===== src/rtl/pipe_hazard_ctrl_if.sv =====
// ---------------------------------------------------------------------------
// pipe_hazard_ctrl_if
//   Bundles the ID-stage instruction description presented to the hazard
//   scheduler together with the hazard controls it returns.
//
//   master : pipeline side. Drives freeze and the ID fields, and receives
//            stall/bubble/fwd_a/fwd_b/stall_cnt.
//   slave  : hazard scheduler side. Mirror image of master.
//
//   Signals
//     freeze       external hold of all scheduler state
//     id_valid     ID holds a real instruction
//     id_rs1/2     ID source registers
//     id_rs1/2_used  source is actually read by the ID instruction
//     id_wen       ID instruction writes the register file
//     id_waddr     ID destination register
//     stall        hold PC and IF/ID (combinational)
//     bubble       load a NOP into ID/EXE (combinational)
//     fwd_a/fwd_b  EXE operand takes aluout_EXE_WB (registered)
//     stall_cnt    saturating count of stall cycles
// ---------------------------------------------------------------------------
interface pipe_hazard_ctrl_if #(
  parameter int AW    = 5,
  parameter int CNT_W = 16
);
  logic             freeze;
  logic             id_valid;
  logic [AW-1:0]    id_rs1;
  logic [AW-1:0]    id_rs2;
  logic             id_rs1_used;
  logic             id_rs2_used;
  logic             id_wen;
  logic [AW-1:0]    id_waddr;
  logic             stall;
  logic             bubble;
  logic             fwd_a;
  logic             fwd_b;
  logic [CNT_W-1:0] stall_cnt;

  modport master (
    output freeze, id_valid, id_rs1, id_rs2, id_rs1_used, id_rs2_used,
           id_wen, id_waddr,
    input  stall, bubble, fwd_a, fwd_b, stall_cnt
  );

  modport slave (
    input  freeze, id_valid, id_rs1, id_rs2, id_rs1_used, id_rs2_used,
           id_wen, id_waddr,
    output stall, bubble, fwd_a, fwd_b, stall_cnt
  );
endinterface


===== src/rtl/pipe_hazard_ctrl.sv =====
// ---------------------------------------------------------------------------
// pipe_hazard_ctrl
//   Read-after-write hazard scheduler for a 4-stage IF/ID/EXE/WB pipeline.
//   It shadows the destination registers held in ID/EXE (exe slot) and
//   EXE/WB (wb slot) and compares them against the sources of the ID
//   instruction. A conflict stalls IF/ID and injects a bubble into ID/EXE,
//   or, when HAZ_FWD_EN is defined, an exe-slot conflict is resolved by a
//   registered forward select on the EXE operand muxes instead.
//
//   Optional feature macro: HAZ_FWD_EN (undefined -> fwd_a/fwd_b tied low).
//
//   Ports
//     clk   pipeline clock, rising edge
//     rst   asynchronous reset, active-low
//     hz    pipe_hazard_ctrl_if.slave (ID fields, freeze, hazard outputs)
//
//   Parameters
//     AW          register address width
//     REGFILE_WT  1 = WB write visible to an ID read in the same cycle
//     ZERO_REG    1 = register 0 is hardwired zero, never a hazard
//     CNT_W       stall counter width
// ---------------------------------------------------------------------------
module pipe_hazard_ctrl #(
  parameter int AW         = 5,
  parameter int REGFILE_WT = 0,
  parameter int ZERO_REG   = 1,
  parameter int CNT_W      = 16
) (
  input logic              clk,
  input logic              rst,
  pipe_hazard_ctrl_if.slave hz
);

  // A producer sitting in WB only blocks a reader when the register file
  // does not bypass its own write port.
  localparam logic WB_BLOCKS = (REGFILE_WT == 0);
  localparam logic ZR        = (ZERO_REG != 0);

  function automatic logic src_live(input logic vld, input logic used,
                                    input logic [AW-1:0] r);
    return vld & used & ~(ZR & (r == '0));
  endfunction

  function automatic logic dst_live(input logic vld, input logic wen,
                                    input logic [AW-1:0] r);
    return vld & wen & ~(ZR & (r == '0));
  endfunction

  function automatic logic [CNT_W-1:0] sat_inc(input logic [CNT_W-1:0] v);
    return (&v) ? v : v + CNT_W'(1);
  endfunction

  logic             ex_v_p1;
  logic [AW-1:0]    ex_addr_p1;
  logic             wb_v_p2;
  logic [AW-1:0]    wb_addr_p2;
  logic [CNT_W-1:0] stall_cnt_p1;

  logic rs1_live;
  logic rs2_live;
  logic m_ex1;
  logic m_ex2;
  logic m_wb1;
  logic m_wb2;
  logic stall_c;

  // ---- ID compare against exe/wb slots ----
  always_comb begin
    rs1_live = src_live(hz.id_valid, hz.id_rs1_used, hz.id_rs1);
    rs2_live = src_live(hz.id_valid, hz.id_rs2_used, hz.id_rs2);
    m_ex1    = rs1_live & ex_v_p1 & (hz.id_rs1 == ex_addr_p1);
    m_ex2    = rs2_live & ex_v_p1 & (hz.id_rs2 == ex_addr_p1);
    m_wb1    = rs1_live & wb_v_p2 & (hz.id_rs1 == wb_addr_p2);
    m_wb2    = rs2_live & wb_v_p2 & (hz.id_rs2 == wb_addr_p2);
  end

`ifdef HAZ_FWD_EN
  logic fwd_a_p1;
  logic fwd_b_p1;
  logic haz1;
  logic haz2;

  // The exe-slot producer is the most recent writer, so its forward wins
  // over an older wb-slot copy of the same register.
  always_comb begin
    haz1    = WB_BLOCKS & m_wb1 & ~m_ex1;
    haz2    = WB_BLOCKS & m_wb2 & ~m_ex2;
    stall_c = haz1 | haz2;
  end

  // ---- forward select, valid while the consumer sits in EXE ----
  always_ff @(posedge clk or negedge rst) begin
    if (!rst) begin
      fwd_a_p1 <= 1'b0;
      fwd_b_p1 <= 1'b0;
    end else if (!hz.freeze) begin
      fwd_a_p1 <= m_ex1 & ~stall_c;
      fwd_b_p1 <= m_ex2 & ~stall_c;
    end
  end

  assign hz.fwd_a = fwd_a_p1;
  assign hz.fwd_b = fwd_b_p1;
`else
  assign stall_c  = m_ex1 | m_ex2 | (WB_BLOCKS & (m_wb1 | m_wb2));
  assign hz.fwd_a = 1'b0;
  assign hz.fwd_b = 1'b0;
`endif

  // ---- slot valids and stall counter (ID -> EXE -> WB) ----
  always_ff @(posedge clk or negedge rst) begin
    if (!rst) begin
      ex_v_p1      <= 1'b0;
      wb_v_p2      <= 1'b0;
      stall_cnt_p1 <= '0;
    end else if (!hz.freeze) begin
      wb_v_p2 <= ex_v_p1;
      ex_v_p1 <= ~stall_c & dst_live(hz.id_valid, hz.id_wen, hz.id_waddr);
      if (stall_c) begin
        stall_cnt_p1 <= sat_inc(stall_cnt_p1);
      end
    end
  end

  // ---- slot addresses; only meaningful when the matching valid is set ----
  always_ff @(posedge clk) begin
    if (!hz.freeze) begin
      wb_addr_p2 <= ex_addr_p1;
      ex_addr_p1 <= hz.id_waddr;
    end
  end

  assign hz.stall     = stall_c;
  assign hz.bubble    = stall_c & ~hz.freeze;
  assign hz.stall_cnt = stall_cnt_p1;

endmodule


===== src/flat_wrapper.sv =====
// flat-port wrapper written by rule: the top's interface ports become plain ports
module pipe_hazard_ctrl_flat 
#(
  parameter int AW         = 5,
  parameter int REGFILE_WT = 0,
  parameter int ZERO_REG   = 1,
  parameter int CNT_W      = 16
)
  (clk, rst, hz_freeze, hz_id_valid, hz_id_rs1, hz_id_rs2, hz_id_rs1_used, hz_id_rs2_used, hz_id_wen, hz_id_waddr, hz_stall, hz_bubble, hz_fwd_a, hz_fwd_b, hz_stall_cnt);
  pipe_hazard_ctrl_if #(.AW(AW), .CNT_W(CNT_W)) hz_i ();
  input logic clk;
  input logic rst;
  input wire logic [$bits(hz_i.freeze)-1:0] hz_freeze;
  input wire logic [$bits(hz_i.id_valid)-1:0] hz_id_valid;
  input wire logic [$bits(hz_i.id_rs1)-1:0] hz_id_rs1;
  input wire logic [$bits(hz_i.id_rs2)-1:0] hz_id_rs2;
  input wire logic [$bits(hz_i.id_rs1_used)-1:0] hz_id_rs1_used;
  input wire logic [$bits(hz_i.id_rs2_used)-1:0] hz_id_rs2_used;
  input wire logic [$bits(hz_i.id_wen)-1:0] hz_id_wen;
  input wire logic [$bits(hz_i.id_waddr)-1:0] hz_id_waddr;
  output wire logic [$bits(hz_i.stall)-1:0] hz_stall;
  output wire logic [$bits(hz_i.bubble)-1:0] hz_bubble;
  output wire logic [$bits(hz_i.fwd_a)-1:0] hz_fwd_a;
  output wire logic [$bits(hz_i.fwd_b)-1:0] hz_fwd_b;
  output wire logic [$bits(hz_i.stall_cnt)-1:0] hz_stall_cnt;
  assign hz_i.freeze = hz_freeze;
  assign hz_i.id_valid = hz_id_valid;
  assign hz_i.id_rs1 = hz_id_rs1;
  assign hz_i.id_rs2 = hz_id_rs2;
  assign hz_i.id_rs1_used = hz_id_rs1_used;
  assign hz_i.id_rs2_used = hz_id_rs2_used;
  assign hz_i.id_wen = hz_id_wen;
  assign hz_i.id_waddr = hz_id_waddr;
  assign hz_stall = hz_i.stall;
  assign hz_bubble = hz_i.bubble;
  assign hz_fwd_a = hz_i.fwd_a;
  assign hz_fwd_b = hz_i.fwd_b;
  assign hz_stall_cnt = hz_i.stall_cnt;
  pipe_hazard_ctrl #(.AW(AW), .REGFILE_WT(REGFILE_WT), .ZERO_REG(ZERO_REG), .CNT_W(CNT_W)) u_core (.clk(clk), .rst(rst), .hz(hz_i));
endmodule

===== config.mk =====
export PLATFORM = sky130hd
export DESIGN_NAME = pipe_hazard_ctrl_flat
export DESIGN_NICKNAME = d
export VERILOG_FILES = /design/src/rtl/pipe_hazard_ctrl_if.sv /design/src/rtl/pipe_hazard_ctrl.sv /design/src/flat_wrapper.sv
export SDC_FILE = /design/constraint.sdc
export NUM_CORES = 1
export LEC_CHECK = 0
export CELL_PAD_IN_SITES_DETAIL_PLACEMENT = 1
export CELL_PAD_IN_SITES_GLOBAL_PLACEMENT = 1
export CORE_MARGIN = 2
export CORE_UTILIZATION = 38
export DETAILED_ROUTE_END_ITERATION = 10
export GPL_ROUTABILITY_DRIVEN = 0
export PLACE_DENSITY = 0.89
export SLEW_MARGIN = 20
export SYNTH_ARGS = -nofsm -noshare
export SYNTH_HDL_FRONTEND = slang
export SYNTH_SLANG_ARGS = --single-unit

===== constraint.sdc =====
create_clock -name clk -period 2.51 [get_ports clk]
set_clock_uncertainty 0.2 [all_clocks]
set_input_delay 0.502 -clock clk [delete_from_list [all_inputs] [get_ports clk]]
set_output_delay 0.502 -clock clk [all_outputs]
set_load 0.03 [all_outputs]

==> results of run 1 <==
sequential cells by signal, summed over array words and instances, names as in the netlist:
name and count:
u_core.ex_addr_p1 5, u_core.ex_v_p1 1, u_core.hz.stall_cnt 16, u_core.wb_addr_p2 5, u_core.wb_v_p2 1
critical path, stage by stage:
cell and delay, ns:
buf_8 0.10, or3_4 0.38, o311a_1 0.37, a22oi_4 0.21
buf_12 0.13, nor2_4 0.03, buf_6 0.15
stage by stage:
stage	util (%)	setup WS, ns
after floorplan	-	-0.0399
after global placement	52.8	-0.681
after detailed placement	52.8	-0.729
after CTS	55.3	-0.0830
after global routing	55.7	-0.0788
final	55.7	-0.0557
placed cells by master, fill, tap and decap left out, types with 8 or more instances in the layout:
cell type and count:
edfxtp_1 10, dfrtp_1 18, clkdlybuf4s50_1 27, nor4_2 8, nand2_1 12, buf_4 20, xor2_1 15, xnor2_1 19
final cells by class:
class	count	area, sq um
fillers	431	1790
multi-input cells	96	838
flip-flops and latches	28	751
repair buffers	60	538
well taps	50	62.6
clock buffers	3	41.3
inverters	2	7.51
clock inverters	1	3.75
final timing paths:
check	startpoint	cells past startpoint	end
max in group asynchronous	rst	2	u_core.hz.stall_cnt[13]
setup reg to reg	u_core.wb_addr_p2[1]	8	u_core.hz.stall_cnt[1]
hold reg to reg	u_core.hz.stall_cnt[14]	1	u_core.hz.stall_cnt[14]
hold / removal	u_core.hz.stall_cnt[14]	1	u_core.hz.stall_cnt[14]
setup / recovery	hz_id_rs1[0]	7	hz_bubble
min in group asynchronous	rst	2	u_core.hz.stall_cnt[10]
metal layers:
layer / global-route usage (%) / vias up / wire, um
li1: - / 587 / -
met5: 0 / - / 0
met3: 2.11 / 9 / 149
met1: 24.3 / 612 / 1780
met2: 37.3 / 36 / 2310
met4: 11.0 / 0 / 133
power by group through the flow:
stage | registers [mW] | clock network [mW] | logic (mW)
floorplan | 0.535 | 0 | 0.0677
global placement | 0.528 | 0 | 0.156
detailed placement | 0.530 | 0 | 0.161
global route | 0.524 | 0.279 | 0.182
CTS | 0.520 | 0.261 | 0.166
finish | 0.520 | 0.253 | 0.169
cell families after synthesis:
| logic type | after synthesis | share of synthesized area, % |
|---|---|---|
| adder cells (fa/ha/maj) | 1 | 0.782 |
| buffers and inverters | 9 | 4.30 |
| other | 1 | 0.235 |
| flip-flops | 28 | 46.9 |
| multiplexers | 2 | 1.41 |
| AO/OA/AOI/OAI | 7 | 4.30 |
| XOR/XNOR | 35 | 19.2 |
| AND/OR/NAND/NOR | 49 | 22.8 |
repair_timing:
item                                    CTS  global route
endpoints found under the setup margin   16             9
setup buffers                             3             0
resized for setup                        48             3
gates cloned                              0             0
pin swaps                                 8             7
==> reports/summary.log, run 1 <==
qor: status.status complete, but fails checks
qor: status.violations setup timing
qor: synthesis.yosys.cell_types.count 33
qor: power.power_density 420 nW/um^2
qor: drt.route.detailed.drc 0
qor: synthesis.netlist.top_cell.by_area dfrtp_1
qor: finish.final-instance-count-excl-fill 240
qor: timing.setup_ws -0.0557 ns
qor: placed_design.post-place-cells 233
qor: cts.cts-root-to-sink-buffers 2
qor: setup_path.endpoint_kind output port
qor: drt.num_vias 1,244
qor: flow_run.max_cap_violations 0
qor: synthesis.synth_warnings 0
qor: timing.final_clock_period_utilization_by_the_worst_path 102%
qor: synthesis.postSynthCellCount 132
qor: synthesis.synth-edff-count 10
qor: power.intPower 0.695 mW
qor: power.power 0.942 mW
qor: setup_path.critical_path_arrival 1.86 ns
qor: synthesis.synth_flop_cell dfrtp_1
qor: power.power.share.clock 26.8%
qor: drt.wirelength 4.37 mm
qor: power.p_seq_share 55.2%
qor: synthesis.syn-cell-area 1600 sq um
qor: placed_design.numPortBuffers 39
qor: timing.hold_slack 0.285 ns
qor: power.leakage 0.959 nW
qor: drt.wire_per_inst 18.2 um
qor: synthesis.post-synth-top-count-cell xnor2_1
qor: timing.max_freq 390 MHz
qor: global_route.grt_remaining_overflow 0
qor: setup_path.critical_path.max_fanout 3
qor: cts.hold_buffers 0
qor: drt.detailedRoute.firstIterationViolations 51
qor: finish.final_nets 214
qor: synthesis.synthTopCellsByArea dfrtp_1 28%, edfxtp_1 19%, xnor2_1 11%, xor2_1 8.2%, nor4_2 6.3%
qor: cts.cts_tree yes
qor: power.switching_pwr 0.247 mW
qor: cts.cts.htree.levels 1
qor: timing.tightest_slew 0.627 ns
qor: power.swShare 26.2%
qor: global_route.number_of_global_route_vias_before_repair 1,384
qor: drt.post_drt_via_cell_ratio 5.18
qor: placed_design.placedInstanceArea 2130 sq um
qor: timing.post-route-min-period 2.57 ns
qor: setup_path.cp_data_required_time 1.81 ns
qor: synthesis.synth_top_area_share 28.2%
qor: global_route.grt_pass1_wl 6.96 mm
qor: synthesis.post_synth.cell_area_avg 12.1 sq um
qor: floorplan.effective_utilization_at_floorplan 39.7%
qor: timing.setup_viol 1
qor: floorplan.core_area 4030 sq um
qor: timing.fin_setup_tns -0.0557 ns
qor: synthesis.synth.yosys.seq_area_share 46.9%
qor: power.peakVddDrop 0.276 mV
qor: finish.fin_area 2240 sq um
qor: power.combPwrFrac 17.9%
qor: drt.postRouteAntennaNets 0
qor: synthesis.synthArstFlopShare 64.3%
qor: floorplan.top_level_ports 42
qor: cts.number_of_cts_inserted_buffers 3
qor: synthesis.synth.top_cells.by_count 20 x xnor2_1, 18 x dfrtp_1, 15 x xor2_1, 12 x nand2_1, 10 x edfxtp_1
qor: setup_path.cp-start-kind primary input
qor: cts.tritoncts_num_sinks 28
qor: finish.diodes 0
qor: cts.clkTransAtPathRegs 0.09 ns
qor: global_route.grt_antenna_before_repair 0
qor: floorplan.chipWidth 68.9 um
qor: placed_design.dp.final_hpwl 3.24 mm
qor: timing.final_max_slew_viol_count 0
qor: drt.drt-pass1-iter-count 4
qor: cts.clk_lat_worst_skew 0.28 ns
qor: global_route.largest_net_degree_at_the_start_of_global_routing 19
qor: finish.flow.area_growth_from_synthesis 40.2%
qor: floorplan.die_height 68.9 um
qor: floorplan.die_area 4740 sq um
qor: timing.report.final.hold_viol_count 0
qor: global_route.track_usage 20.8%
qor: setup_path.regToRegSetupSlack 0.13 ns
qor: min_path.worst_hold_path_type reg2reg
qor: finish.fraction_of_layout_instances_using_a_drive_strength_above_1 29.5%
qor: setup_path.timing_worst_setup_path_type in2out
qor: timing.grt_setup_unrepaired true
qor: timing.relSlewSlack 57.9%
qor: cts.clock-root-buffer clkbuf_8
qor: synthesis.postSynthRegisterBits 28
qor: floorplan.rows 23
Note: power is estimated with default switching activity, not from simulation.
==> run 2, diff against run 1 <==
- ABC_AREA: not set -> 1
- CORE_MARGIN: 2 -> 4
- CORE_UTILIZATION: 38 -> 36
==> run 2 against run 1 <==
Effect of this change: sequential power barely moved; first-iteration DRC count rose by 55%; global-route usage fell by 3.9 points; via count rose by 39%; sequential share of layout area fell by 2.2 points; clock power fell by 2%; design area rose by 6.9%; flip-flop and latch count did not move; the flow now finishes without violations; utilization fell by 6.2 points; critical path depth rose by 3; maximum frequency rose by 6.0%.
==> reports/summary.log, run 2 <==
qor: setup_path.endpoint_kind output port
qor: synthesis.synth-edff-count 10
qor: setup_path.timing.rr.end u_core.hz.stall_cnt[1]
qor: timing.setup_viol 0
qor: cts.cts_tree yes
qor: synthesis.synth_flop_cell dfrtp_1
qor: drt.postRouteAntennaNets 0
qor: min_path.worstHoldStart u_core.wb_v_p2
qor: floorplan.core_area 4850 sq um
qor: synthesis.postSynthRegisterBits 28
qor: synthesis.post_synth.cell_area_avg 7.23 sq um
qor: finish.flow.area_growth_from_synthesis 29.4%
qor: cts.cts-root-to-sink-buffers 2
qor: cts.clk_lat_worst_skew 0.27 ns
qor: timing.final_max_slew_viol_count 0
qor: placed_design.numPortBuffers 39
qor: status.status completed
qor: placed_design.dp.final_hpwl 3.89 mm
qor: drt.num_vias 1,732
qor: power.leakage 1.15 nW
qor: min_path.hold_path_end u_core.wb_v_p2
qor: timing.report.final.hold_viol_count 0
qor: setup_path.regToRegSetupSlack 0.59 ns
qor: setup_path.timing_worst_setup_path_type in2out
qor: cts.cts.htree.levels 1
qor: floorplan.effective_utilization_at_floorplan 38.2%
qor: setup_path.critical_path.max_fanout 2
qor: setup_path.cp-start-kind primary input
qor: finish.fraction_of_layout_instances_using_a_drive_strength_above_1 10.9%
qor: synthesis.postSynthCellCount 256
qor: cts.number_of_cts_inserted_buffers 3
qor: global_route.grt_pass1_wl 8.55 mm
qor: global_route.track_usage 16.9%
qor: min_path.hold_depth 2
qor: timing.setup_ws 0.0893 ns
qor: setup_path.critical_path_arrival 1.72 ns
qor: synthesis.synth.yosys.seq_area_share 40.5%
qor: finish.sequential_cell_area 751 sq um
qor: placed_design.placedInstanceArea 2340 sq um
qor: power.power_density 385 nW/um^2
qor: timing.hold_slack 0.311 ns
qor: cts.tritoncts_num_sinks 28
qor: cts.clkTransAtPathRegs 0.09 ns
qor: drt.route.detailed.drc 0
qor: timing.final_clock_period_utilization_by_the_worst_path 96.4%
qor: cts.clock-root-buffer clkbuf_8
qor: finish.multi_input_area 931 sq um
qor: synthesis.synth.top_cells.by_count 90 x nand2_1, 36 x inv_1, 31 x nand3_1, 20 x nor2_1, 18 x dfrtp_1
qor: finish.final-instance-count-excl-fill 369
qor: drt.post_drt_via_cell_ratio 4.69
qor: synthesis.synthTopCellsByArea dfrtp_1 24%, nand2_1 18%, edfxtp_1 16%, nand3_1 8.4%, inv_1 7.3%
qor: power.peakVddDrop 0.243 mV
qor: finish.filler_cell_count 638
qor: placed_design.place_ws -0.122 ns
qor: synthesis.syn-cell-area 1850 sq um
qor: setup_path.regToRegStartpoint u_core.hz.stall_cnt[0]
qor: finish.diodes 0
qor: global_route.grt_antenna_before_repair 0
qor: synthesis.post-synth-top-count-cell nand2_1
qor: timing.post-route-min-period 2.42 ns
qor: floorplan.die_area 6360 sq um
qor: finish.largest_reg_flops 16
qor: floorplan.chipWidth 79.7 um
qor: floorplan.die_height 79.7 um
qor: setup_path.r2r_cells 9
qor: drt.drt-pass1-iter-count 4
qor: finish.layout_commonest_cell nand2_1
qor: flow_run.max_cap_violations 0
qor: floorplan.rows 25
qor: placed_design.post-place-cells 364
qor: synthesis.synth_warnings 0
qor: synthesis.yosys.cell_types.count 27
qor: finish.most_frequent_cells_in_the_layout 88 x nand2_1, 31 x nand3_1, 30 x inv_1
qor: global_route.number_of_global_route_vias_before_repair 1,853
qor: min_path.worst_hold_path_type reg2reg
qor: floorplan.top_level_ports 42
qor: global_route.grt_remaining_overflow 0
qor: finish.final_nets 326
qor: timing.max_freq 413 MHz
qor: drt.detailedRoute.firstIterationViolations 79
qor: synthesis.synth_top_area_share 24.3%
qor: setup_path.cp_data_required_time 1.81 ns
qor: global_route.largest_net_degree_at_the_start_of_global_routing 19
qor: synthesis.netlist.top_cell.by_area dfrtp_1
qor: drt.wirelength 4.96 mm
qor: synthesis.synthArstFlopShare 64.3%
qor: finish.fin_area 2400 sq um
qor: drt.wire_per_inst 13.4 um
==> run 2: cell count changes after synthesis, sizes merged, moves of 10 or more <==
cell | before | now
nand2 | 12 | 92
inv | 2 | 38
nand3 | 5 | 32
nor2 | 2 | 22
xnor2 | 20 | 3
nor4 | 10 | 0
==> run 2: area by class of cell <==
class	count	area share (%)
Sequential cell	28	31.3
Clock buffer	4	1.88
Inverter	38	5.95
Timing Repair Buffer	46	18.5
Tap cell	67	3.50
Multi-Input combinational cell	186	38.9
==> run 2: critical path, stage by stage <==
cell	delay [ns]
clkdlybuf4s50_1	0.45
nand2_1	0.05
inv_2	0.06
nand2_2	0.06
inv_2	0.05
nand3_1	0.08
nand2_1	0.10
inv_2	0.06
a21oi_2	0.15
buf_6	0.15
==> run 2: power breakdown <==
| part | total [mW] | switching [mW] | internal (mW) |
|---|---|---|---|
| sequential | 0.520 | 0.0230 | 0.497 |
| combinational | 0.155 | 0.0914 | 0.0634 |
| clock | 0.249 | 0.135 | 0.114 |
| total | 0.924 | 0.250 | 0.674 |
==> run 2: metal layers <==
layer | track usage [%] | vias to the layer above | part of all wire, % | routed length, um
met5 | 0 | - | 0 | 0
met4 | 3.61 | 0 | 0.54 | 27
met3 | 2.26 | 2 | 3.2 | 160
met2 | 28.5 | 30 | 47 | 2330
met1 | 23.2 | 812 | 49 | 2450
li1 | - | 888 | - | -
==> run 2: worst max path at each step <==
stage | start | to | slack [ns] | depth (start not counted)
2_1_floorplan | hz_id_rs2[3] | hz_bubble | 0.23 | 8
3_3_place_gp | hz_id_rs1[2] | hz_bubble | -0.10 | 10
3_5_place_dp | hz_id_rs1[2] | hz_bubble | -0.12 | 10
4_1_cts | hz_id_rs1_used | hz_bubble | 0.03 | 10
5_1_grt | hz_id_rs1_used | hz_bubble | -0.0006 | 10
6_report | hz_id_rs1_used | hz_bubble | 0.09 | 10
==> run 2: logic make-up after synthesis <==
kind of cell / count (synthesis) / share of synthesized area [%]
AO/OA/AOI/OAI: 10 / 3.92
XOR/XNOR: 16 / 7.57
adder cells (fa/ha/maj): 1 / 0.676
buffers and inverters: 43 / 10.0
flip-flops: 28 / 40.5
other: 1 / 0.203
AND/OR/NAND/NOR: 157 / 37.1
==> run 2: what timing repair did <==
| item | 4_1_cts | 5_1_grt |
|---|---|---|
| hold buffers | 0 | 0 |
| hold endpoints to repair | 0 | 0 |
| endpoints found under the setup margin | 2 | 2 |
| pin swaps | 0 | 6 |
| resized for setup | 13 | 10 |
| setup buffers | 0 | 1 |
==> run 2: through the flow <==
stage	TNS, ns	utilization, %	power, mW
6_report	0	49.4	0.924
5_1_grt	-0.000587	49.4	0.980
4_1_cts	0	48.9	0.933
3_5_place_dp	-0.189	48.3	0.690
3_3_place_gp	-0.145	48.3	0.683
2_1_floorplan	0	-	0.605
==> run 3, diff against run 2 <==
- SETUP_SLACK_MARGIN: not set -> 0.5
- SKIP_LAST_GASP: not set -> 1
==> run 3 against run 2 <==
Effect of this change: sequential share of layout area shrank 1.9 points; sequential power is essentially flat; first-iteration DRC count fell by 15%; clock-buffer cell count unchanged; global-route usage up 2.0 points; clock power grew 7%; worst setup slack better by 0.024 ns; non-clock buffer count rose by 13; utilization grew 3.1 points; critical endpoint unchanged; highest routed layer unchanged.
==> reports/summary.log, run 3 (synthesis results as in run 2) <==
qor: status.status completed
qor: timing.final_clock_period_utilization_by_the_worst_path 95.5%
qor: setup_path.critPathMostFrequentCell nand2_1
qor: finish.flow.area_growth_from_synthesis 37.6%
qor: timing.max_freq 417 MHz
qor: floorplan.chipWidth 79.7 um
qor: finish.filler_cell_count 608
qor: floorplan.top_level_ports 42
qor: cts.cts.htree.levels 1
qor: cts.cts_tree yes
qor: placed_design.dp.final_hpwl 3.98 mm
qor: timing.setup_ws 0.113 ns
qor: setup_path.endpoint_kind output port
qor: finish.final-instance-count-excl-fill 382
qor: finish.layout_commonest_cell nand2_1
qor: power.swShare 29.0%
qor: global_route.number_of_global_route_vias_before_repair 1,989
qor: cts.cts-root-to-sink-buffers 2
qor: floorplan.core_area 4850 sq um
qor: floorplan.die_height 79.7 um
qor: timing.grt_setup_unrepaired true
qor: finish.most_frequent_cells_in_the_layout 87 x nand2_1, 28 x inv_1, 27 x nand3_1
qor: setup_path.regToRegStartpoint u_core.ex_addr_p1[4]
qor: cts.tritoncts_num_sinks 28
qor: setup_path.regToRegSetupSlack 0.33 ns
qor: setup_path.critical_path_arrival 1.69 ns
qor: drt.detailedRoute.firstIterationViolations 67
qor: global_route.grt_antenna_before_repair 0
qor: finish.largest_reg_flops 16
qor: drt.wire_per_inst 15.8 um
qor: finish.diodes 0
qor: power.power.share.clock 27.6%
qor: setup_path.timing.rr.end u_core.hz.stall_cnt[5]
qor: setup_path.cp_data_required_time 1.81 ns
qor: setup_path.crit_path_cell_trace clkdlybuf4s15_1, inv_2, nand2_1, nand2_1, nand2_1, nor2_2, nand3_2, nand2_2, inv_4, a21oi_4, buf_6
qor: floorplan.effective_utilization_at_floorplan 38.2%
qor: drt.route.detailed.drc 0
qor: power.combPwrFrac 18.7%
qor: cts.clock-root-buffer clkbuf_8
qor: power.power 0.968 mW
qor: timing.report.final.hold_viol_count 0
qor: cts.clk_lat_worst_skew 0.28 ns
qor: global_route.largest_net_degree_at_the_start_of_global_routing 19
qor: drt.postRouteAntennaNets 0
qor: floorplan.die_area 6360 sq um
qor: drt.num_vias 1,853
qor: flow_run.max_cap_violations 0
qor: setup_path.critical-path-top-delay-family buffers and inverters
qor: power.leakage 1.29 nW
qor: setup_path.r2r_cells 14
qor: timing.fin_setup_tns 0 ns
qor: cts.clkTransAtPathRegs 0.10 ns
qor: floorplan.rows 25
qor: setup_path.cp-start-kind primary input
qor: finish.fin_area 2550 sq um
qor: finish.final_nets 339
qor: placed_design.numPortBuffers 39
qor: timing.setup_viol 0
qor: timing.hold_slack 0.322 ns
qor: power.power_density 380 nW/um^2
qor: placed_design.place_ws -0.167 ns
qor: placed_design.post-place-cells 365
qor: power.p_seq_share 53.7%
qor: setup_path.critical_path.max_fanout 3
qor: placed_design.placedInstanceArea 2360 sq um
qor: global_route.grt_remaining_overflow 0
qor: finish.final_util 52.6%
qor: power.peakVddDrop 0.199 mV
qor: global_route.track_usage 18.9%
qor: power.switching_pwr 0.281 mW
qor: setup_path.crit_path_start hz_id_rs2[4]
qor: setup_path.cp_num_cells 11
qor: timing.final_max_slew_viol_count 0
qor: timing.post-route-min-period 2.40 ns
qor: drt.wirelength 6.04 mm
qor: setup_path.cpPeakStageDelay 0.23 ns
qor: global_route.grt_pass1_wl 9.46 mm
qor: drt.drt-pass1-iter-count 4
qor: setup_path.cp-endpoint hz_bubble
qor: power.intPower 0.687 mW
qor: min_path.worst_hold_path_type reg2reg
qor: cts.number_of_cts_inserted_buffers 3
qor: setup_path.timing_worst_setup_path_type in2out
qor: setup_path.critical-path-slowest-cell clkdlybuf4s15_1
qor: setup_path.cp_bufs_invs 4
qor: drt.post_drt_via_cell_ratio 4.85
qor: cts.hold_buffers 0
qor: finish.fraction_of_layout_instances_using_a_drive_strength_above_1 19.0%
## run 3: metal layers
metal	track usage [%]	vias up	share of wire, %	routed length, um
met4	7.56	0	2.2	131
li1	-	909	-	-
met3	3.39	13	4.0	240
met2	31.1	43	50	3020
met5	0	-	0	0
met1	24.4	888	44	2650
## run 3: power by group through the flow
stage / clock [mW] / sequential [mW] / combinational [mW]
6_report: 0.267 / 0.520 / 0.181
2_1_floorplan: 0 / 0.531 / 0.0739
5_1_grt: 0.292 / 0.524 / 0.201
4_1_cts: 0.268 / 0.519 / 0.166
3_5_place_dp: 0 / 0.528 / 0.163
3_3_place_gp: 0 / 0.527 / 0.158
## run 3: timing repair
action,in CTS,in global routing
cloned,0,1
pin swaps,16,9
endpoints found under the setup margin,35,18
buffers inserted,5,7
resized for setup,51,11
## run 3: worst min-delay path by stage
stage | depth (start not counted) | endpoint | from | slack [ns]
CTS | 0 | u_core.wb_addr_p2[4] | u_core.ex_addr_p1[4] | 0.31
global route | 2 | u_core.hz.stall_cnt[15] | u_core.hz.stall_cnt[15] | 0.34
finish | 2 | u_core.hz.stall_cnt[15] | u_core.hz.stall_cnt[15] | 0.32
floorplan | 0 | u_core.ex_v_p1 | rst | 0.006
detailed placement | 2 | u_core.ex_v_p1 | u_core.ex_v_p1 | 0.29
global placement | 2 | u_core.ex_v_p1 | u_core.ex_v_p1 | 0.26
## run 3: worst register-to-register path: stages, from the launching register on
cell and delay (ns):
edfxtp_1 0.45, buf_4 0.17, nand2_1 0.06, nand2_1 0.04, nand2_1 0.10, nor2_2 0.05, nand3_2 0.07, nand2_2 0.08
buf_4 0.13, buf_4 0.12, buf_4 0.13, o21ai_4 0.22, clkbuf_16 0.20, nand2_1 0.05, nand2_1 0.06
## run 3: final cells by class
type | count | area, sq um | share of cell area [%]
Clock buffer | 4 | 45.0 | 1.77
Inverter | 38 | 148 | 5.79
Multi-Input combinational cell | 186 | 976 | 38.3
Sequential cell | 28 | 751 | 29.5
Tap cell | 67 | 83.8 | 3.29
Timing Repair Buffer | 59 | 546 | 21.4
